==> src/rtl/fifo_axis_reader.sv <==
// Drains a 1-cycle-latency FIFO read port into an AXI4-Stream master with a 2-entry skid buffer.
// Optional word/packet counters are enabled by defining FIFO_AXIS_READER_WORD_CNT_EN.
module fifo_axis_reader #(
    parameter int DATA_WIDTH     = 8,
    parameter int PACKET_LEN     = 16,
    parameter int BEAT_CNT_WIDTH = 16
) (
    input  logic                  i_clk,
    input  logic                  i_s_rst,
    output logic                  o_fifo_rd_en,
    input  logic [DATA_WIDTH-1:0] i_fifo_rd_data,
    input  logic                  i_fifo_rd_valid,
    input  logic                  i_fifo_empty,
    output logic [DATA_WIDTH-1:0] o_m_axis_tdata,
    output logic                  o_m_axis_tvalid,
    input  logic                  i_m_axis_tready,
    output logic                  o_m_axis_tlast,
    output logic                  o_err
`ifdef FIFO_AXIS_READER_WORD_CNT_EN
    ,
    output logic [31:0]           o_word_cnt,
    output logic [31:0]           o_pkt_cnt
`endif
);

    localparam logic [BEAT_CNT_WIDTH-1:0] LAST_BEAT = BEAT_CNT_WIDTH'(PACKET_LEN - 1);

    logic [DATA_WIDTH-1:0]     head_q;
    logic [DATA_WIDTH-1:0]     tail_q;
    logic [1:0]                count_q;
    logic                      in_flight_q;
    logic                      post_rst_q;
    logic [BEAT_CNT_WIDTH-1:0] beat_cnt_q;

    logic [1:0] credit;
    logic       pop;
    logic       push;
    logic       stray;

    assign credit = count_q + {1'b0, in_flight_q};
    assign pop    = o_m_axis_tvalid & i_m_axis_tready;
    // Only a read we actually requested may enter the buffer.
    assign push   = i_fifo_rd_valid & in_flight_q;
    // A read launched just before reset may still land in the first cycle after release.
    assign stray  = i_fifo_rd_valid & ~in_flight_q & ~post_rst_q;

    assign o_m_axis_tvalid = (count_q != 2'd0);
    assign o_m_axis_tdata  = head_q;
    assign o_m_axis_tlast  = o_m_axis_tvalid & (beat_cnt_q == LAST_BEAT);

    always_comb begin
        o_fifo_rd_en = 1'b0;
        if (!i_fifo_empty && !i_s_rst)
            o_fifo_rd_en = (credit < 2'd2) || ((credit == 2'd2) && pop);
    end

    // NOTE: sequential state uses non-blocking assignments only, so every read in this
    // block sees the pre-edge value and the order of statements does not matter.
    always_ff @(posedge i_clk) begin
        if (i_s_rst) begin
            // NOTE: the two buffer words are reset because the head drives tdata, which
            // must read zero out of reset.
            head_q      <= '0;
            tail_q      <= '0;
            count_q     <= 2'd0;
            in_flight_q <= 1'b0;
            post_rst_q  <= 1'b1;
            beat_cnt_q  <= '0;
            o_err       <= 1'b0;
        end else begin
            post_rst_q  <= 1'b0;
            in_flight_q <= o_fifo_rd_en;
            if (stray)
                o_err <= 1'b1;

            case ({push, pop})
                2'b10: begin
                    if (count_q == 2'd0) head_q <= i_fifo_rd_data;
                    else                 tail_q <= i_fifo_rd_data;
                    count_q <= count_q + 2'd1;
                end
                2'b01: begin
                    head_q  <= tail_q;
                    count_q <= count_q - 2'd1;
                end
                2'b11: begin
                    if (count_q == 2'd1) begin
                        head_q <= i_fifo_rd_data;
                    end else begin
                        head_q <= tail_q;
                        tail_q <= i_fifo_rd_data;
                    end
                end
                default: ;
            endcase

            if (pop) begin
                if (beat_cnt_q == LAST_BEAT) beat_cnt_q <= '0;
                else                         beat_cnt_q <= beat_cnt_q + BEAT_CNT_WIDTH'(1);
            end
        end
    end

`ifdef FIFO_AXIS_READER_WORD_CNT_EN
    always_ff @(posedge i_clk) begin
        if (i_s_rst) begin
            o_word_cnt <= '0;
            o_pkt_cnt  <= '0;
        end else begin
            if (pop && (o_word_cnt != '1))
                o_word_cnt <= o_word_cnt + 32'd1;
            if (pop && o_m_axis_tlast && (o_pkt_cnt != '1))
                o_pkt_cnt <= o_pkt_cnt + 32'd1;
        end
    end
`endif

endmodule

==> config.mk <==
export PLATFORM = sky130hd
export DESIGN_NAME = fifo_axis_reader
export DESIGN_NICKNAME = d
export VERILOG_FILES = /design/src/rtl/fifo_axis_reader.sv
export SDC_FILE = /design/constraint.sdc
export NUM_CORES = 1
export LEC_CHECK = 0
export ABC_AREA = 1
export BUFFER_PORTS_ARGS = -buffer_cell sky130_fd_sc_hd__buf_2
export CAP_MARGIN = 10
export CORE_MARGIN = 3
export CORE_UTILIZATION = 42
export CTS_CLUSTER_SIZE = 16
export DETAILED_ROUTE_END_ITERATION = 8
export PLACE_DENSITY = 0.76
export SETUP_SLACK_MARGIN = 0.15
export SLEW_MARGIN = 0
export SYNTH_ARGS = -nofsm -noshare
export SYNTH_HDL_FRONTEND = slang
export SYNTH_SLANG_ARGS = --single-unit
==> constraint.sdc <==
create_clock -name i_clk -period 2 [get_ports i_clk]
set_input_delay 0.4 -clock i_clk [delete_from_list [all_inputs] [get_ports i_clk]]
set_output_delay 0.4 -clock i_clk [all_outputs]
set_load 0.01 [all_outputs]
# ---- Yosys cells after proc, flatten, opt, wreduce, memory -nomap -nowiden
# Index checks and enable logic that the tools add are counted.
dict set report op_classes {
  multipliers 0
  addsub 4
  div_mod_pow 0
  n_eq_ne 9
  n_shift 0
  bitwise_logic 7
  n_reduce_logical 12
  mux 10
  n_lt_le_gt_ge 1
}
# cell n
set ops {}
lappend ops {{2-to-1 mux 8 bit} 4}
lappend ops {{one-hot mux 8 bit (3 select lines)} 1}
lappend ops {{adder 16 x 1 -> 16 bit (second input constant)} 1}
lappend ops {{equality test 16 x 4 -> 1 bit (second input constant)} 1}
lappend ops {{2-to-1 mux 16 bit} 1}
lappend ops {{one-hot mux 8 bit (2 select lines)} 1}
lappend ops {{equality test 2 bit (second input constant)} 3}
lappend ops {{!= test 2 bit (second input constant)} 3}
lappend ops {{nonzero test 2 bit} 3}
lappend ops {{bitwise AND 1 bit} 5}
lappend ops {{equality test 2 x 1 -> 1 bit (second input constant)} 2}
lappend ops {{one-hot mux 2 bit (2 select lines)} 1}
lappend ops {{AND reduction 3 bit} 1}
lappend ops {{nonzero test 3 bit} 1}
lappend ops {{adder 2 x 1 -> 2 bit} 1}
lappend ops {{adder 2 x 1 -> 2 bit (second input constant)} 1}
lappend ops {{logical AND 1 bit} 2}
lappend ops {{logical NOT 1 bit} 2}
lappend ops {{logical NOT 2 bit} 1}
lappend ops {{less-than comparator 2 bit (second input constant)} 1}
lappend ops {{2-to-1 mux 1 bit} 2}
lappend ops {{NOT 1 bit} 2}
lappend ops {{AND reduction 2 bit} 1}
lappend ops {{subtractor 2 x 1 -> 2 bit (second input constant)} 1}
lappend ops {{logical OR 1 bit} 1}
dict set report word_totals {
  latchBits 0
  in_bits 13
  elab_cells 50
  romBits 0
  ram_bits 0
  n_memories 0
  regBits 37
}

# ---- Logic depth before layout (Yosys ltp)
dict set report depth {
  ltp_word 5
  mapped_depth 11
  depth_no_buf 10
}

# ---- Least setup slack after synthesis
# No wires, ideal clock.
dict set report synth_path {
  path_type {register to register}
  startpoint {register count_q[0]}
  endpoint {register head_q[2] (netlist: o_m_axis_tdata[2])}
  synth_period_minus_slack_ps 2024
  arrival_time_ps 1966
  n_path_buf 1
  setup_ps 58
  stages_incl_launch_ff 12
  path_slack_ps -24
  path_cell_list {dfxtp_1 -> inv_1 -> ha_1 -> nor2_4 -> buf_2 -> ha_1 -> inv_1 -> o21ai_0 -> nand3_1 -> nand3_1 -> o211ai_1 -> inv_1}
}
dict set report synth_via {
  elab_chain_cells 5
  word_cells_on_any_way 12
  cone_classes {eq/ne (5); mux (2); bitwise (1); reduce/logical (4)}
}
# element line
set synth_lines {}
lappend synth_lines {{from (decl)} 30} ;# logic [1:0] count_q;
lappend synth_lines {{from (signal assigned)} 80} ;# count_q <= count_q + 2'd1;
lappend synth_lines {{from (signal assigned)} 84} ;# count_q <= count_q - 2'd1;
lappend synth_lines {{nonzero test 2 bit *} 47} ;# assign o_m_axis_tvalid = (count_q != 2'd0);
lappend synth_lines {{bitwise AND 1 bit *} 41} ;# assign pop = o_m_axis_tvalid & i_m_axis_tready;
lappend synth_lines {{via pop} 36} ;# logic pop;
lappend synth_lines {{equality test 2 bit or equality test 2 x 1 -> 1 bit (tied branches)} 76} ;# case ({push, pop})
lappend synth_lines {{!= test 2 bit (no line) or nonzero test 3 bit (tied branches)} -}
lappend synth_lines {{AND reduction 2 bit (no line)} -}
lappend synth_lines {{to (signal assigned)} 78} ;# if (count_q == 2'd0) head_q <= i_fifo_rd_data;
lappend synth_lines {{to (signal assigned)} 83} ;# head_q <= tail_q;
lappend synth_lines {{to (signal assigned)} 88} ;# head_q <= i_fifo_rd_data;
lappend synth_lines {{to (decl)} 28} ;# logic [DATA_WIDTH-1:0] head_q;
# Mark *: on every way through the listed nets, which the timed path passes. The rest lies on a longest branch.
# A chain may end at the register's enable or synchronous reset.

# ---- Final worst setup path
dict set report layout_path {
  startpoint {register count_q[0]}
  endpoint {output port o_fifo_rd_en}
}
dict set report layout_via {
  elab_chain_cells 5
  word_cells_on_any_way 8
  cone_classes {add/sub (1); order compare (1); eq/ne (1); mux (1); bitwise (1); reduce/logical (3)}
}
# element line
set layout_lines {}
lappend layout_lines {{adder 2 x 1 -> 2 bit or nonzero test 2 bit (tied branches)} {40, 47}}
lappend layout_lines {{equality test 2 bit or bitwise AND 1 bit (tied branches)} {54, 41}}
lappend layout_lines {{logical AND 1 bit} 54} ;# o_fifo_rd_en = (credit < 2'd2) || ((credit == 2'd2) && pop);
lappend layout_lines {{logical OR 1 bit *} 54}
lappend layout_lines {{2-to-1 mux 1 bit *} 53} ;# if (!i_fifo_empty && !i_s_rst)
lappend layout_lines {{to (decl)} 10} ;# output logic o_fifo_rd_en,
# Mark *: on every way between the ends. The rest lies on a longest branch, timed or not.

==> metrics.txt <==
H-Tree Depth 2; Worst Hold Margin 0.288 ns; R2R Setup Slk roughly 0.22 ns; R2R Path End tail_q[5]; Wirelength per Cell 12.3 um; CTS clock-pin slew for the worst setup and hold paths about 0.07 ns; met3 global-route usage 0.0386; Critical Path RT about 1.6 ns; Slowest-stage cell, CP dfxtp_2; final hold violation count 0; antenna cells 0; final worst-path cycle share 0.971; largest net degree at the start of global routing 21; CTS max path bufs 2; DRC viols 0; power per cell area 984 mW/mm^2; vias in the first global route 1595; Pleak 1.07 nW; max_slew headroom 0.588; num ports 25; Skew-Pair Late Insertion Delay slightly below 0.3 ns; ratio of cells with drive above 1 in the final layout 0.265; Fillers 366; Max Slew Vio Count 0; hold path start i_fifo_empty; Final HPWL DP 2880 um; syn_area_per_cell 7.46 um^2; nets 315; Core Rows 23; #FFs+latches synth 37; r2r startpoint count_q[0]; Die X 72.8 um; CTS buffer count 5; Synth warnings 0; CP max stage delay 0.36 ns; first-pass GRT wire length between 7000 and 8000 um; RSZ-0062 raised after global routing true; non-filler instance count after layout 344; Fmax 515 MHz; M2 GR Usage 0.248; CTS tree done; die height between 70 and 80 um; VDD IR max 0.668 mV; worst endpoint data arrival time 1.54 ns; Synth-to-Final Area Change 25.5%; M1 GR Usage 0.232; Seq/Total Area, Yosys 0.395; critical-path cell list inv_2 > ha_4 > clkinv_4 > nand2_4 > or2_4 > a211oi_2 > buf_2; Initial Util 0.452; most frequent cells in the layout nor2_1, dfxtp_1, nand3_1; most common cell after layout, fill and taps aside nor2_1; synthesized cell area 0.00187 mm^2; Post-Syn Instances around 250; global route total overflow 0; vias per cell a little over 5; RePlAce Congestion 0.895; syn_nets 273; Core Area 0.00414 mm^2; CP endpoint kind primary output; port bufs 24; crit path kind register to primary output; GRT Total Usage 0.166; setup_tns 0 ns; Inst Count DP 322; CTS Hold Buffers Added 0; CP startpoint kind register; die area between 0.005 and 0.006 mm^2; clock sinks 37; Vias 1755; status finished, final reports clean; worst slew pin tran 0.618 ns; Max Clock Skew 0.00844 ns; initial antenna violation count 0; root buffer cell clkbuf_8; critical path peak fanout 3; minimum clock period 1.94 ns; Worst Hold Class input port to register; initial drt markers ~150; Cell variety after synth 24; maxcap violations 0; DR pass1 iterations 5; Setup-failing EPs final 0; post-route ant nets 0; grt peak-use layer met2; hold path endpoint in_flight_q; Final Routed Wirelength around 4200 um; reg2reg path depth 12; Hold Path Stages 2
## worst max path at each step
stage | startpoint | end | cells after the start
5_1_grt | count_q[0] | o_fifo_rd_en | 7
3_5_place_dp | count_q[0] | o_m_axis_tdata[4] | 10
3_3_place_gp | count_q[0] | o_m_axis_tdata[0] | 10
6_report | count_q[0] | o_fifo_rd_en | 7
2_1_floorplan | count_q[0] | o_fifo_rd_en | 7
4_1_cts | count_q[0] | o_fifo_rd_en | 7
## worst max-delay path, delay by kind of cell (launching register included)
family                     cells  cell delay (ns)
buffers and inverters          3             0.26
AOI/OAI and AO/OA              1             0.20
DFF                            1             0.36
adders and majority gates      1             0.18
and+or+nand+nor                2             0.27
## cell usage after synthesis
cell type	instances	area share
o21ai_0	17	0.045
a211oi_1	4	0.016
nor2_4	3	0.018
ha_1	9	0.060
nor3b_1	1	0.0040
dfxtp_1	37	0.40
nand3_1	30	0.080
nand2_1	32	0.064
o21a_1	1	0.0040
nor3_1	4	0.011
or2_1	1	0.0033
nor2_1	46	0.092
nand2_4	1	0.0060
a21oi_1	3	0.0080
inv_4	1	0.0033
nand4_1	3	0.010
o21bai_1	1	0.0040
xor2_1	11	0.051
clkbuf_1	3	0.0060
buf_6	2	0.012
inv_1	31	0.062
o21ai_4	1	0.0087
buf_2	1	0.0027
o211ai_1	8	0.032
## power breakdown
| group | internal (W) | total, W | switching, W |
|---|---|---|---|
| sequential | 0.000839 | 0.000900 | 0.0000611 |
| combinational | 0.000378 | 0.000839 | 0.000461 |
| clock | 0.000311 | 0.000574 | 0.000263 |
| total | 0.00153 | 0.00231 | 0.000785 |
## cell type report
class	instances	area (um^2)	area share
Tap cell	50	62.6	0.0266
Multi-Input combinational cell	176	1060	0.453
Inverter	32	125	0.0532
Clock buffer	7	96.3	0.0410
Sequential cell	37	746	0.317
Clock inverter	1	5.00	0.00213
Timing Repair Buffer	41	251	0.107
## layer usage
metal / vias up / routed length, um
met4: 0 / 92
met1: 804 / 1990
met3: 10 / 207
met5: - / 0
li1: 897 / -
met2: 44 / 1950
## logic make-up (layout without fill, tap and decap cells)
family	count (synthesis)	in the layout	share of synthesized area
and+or+nand+nor	121	121	0.289
buffers and inverters	38	81	0.0862
DFF	37	37	0.395
AOI/OAI and AO/OA	35	35	0.118
xor gates and xnor gates	11	11	0.0514
adders and majority gates	9	9	0.0601
## state kept, by name, summed over array words and instances, names as in the netlist
name	cells
post_rst_q	1
tail_q	8
count_q	2
o_m_axis_tdata	8
in_flight_q	1
beat_cnt_q	16
o_err	1
## per-stage QoR
step	total power (W)	setup WS, ns	cell area [um^2]	util
6_report	0.00231	0.0570	2350	0.567
3_3_place_gp	0.00153	0.206	2060	0.496
5_1_grt	0.00246	0.00532	2350	0.567
3_5_place_dp	0.00155	0.0888	2060	0.496
4_1_cts	0.00222	0.0659	2230	0.537
2_1_floorplan	0.00138	0.164	1890	-
## repair_timing
item | CTS | global route
setup buffers | 7 | 7
resized for setup | 9 | 22
pin swaps | 3 | 7
setup endpoints to repair | 11 | 18
(Power assumes the default switching activity.)
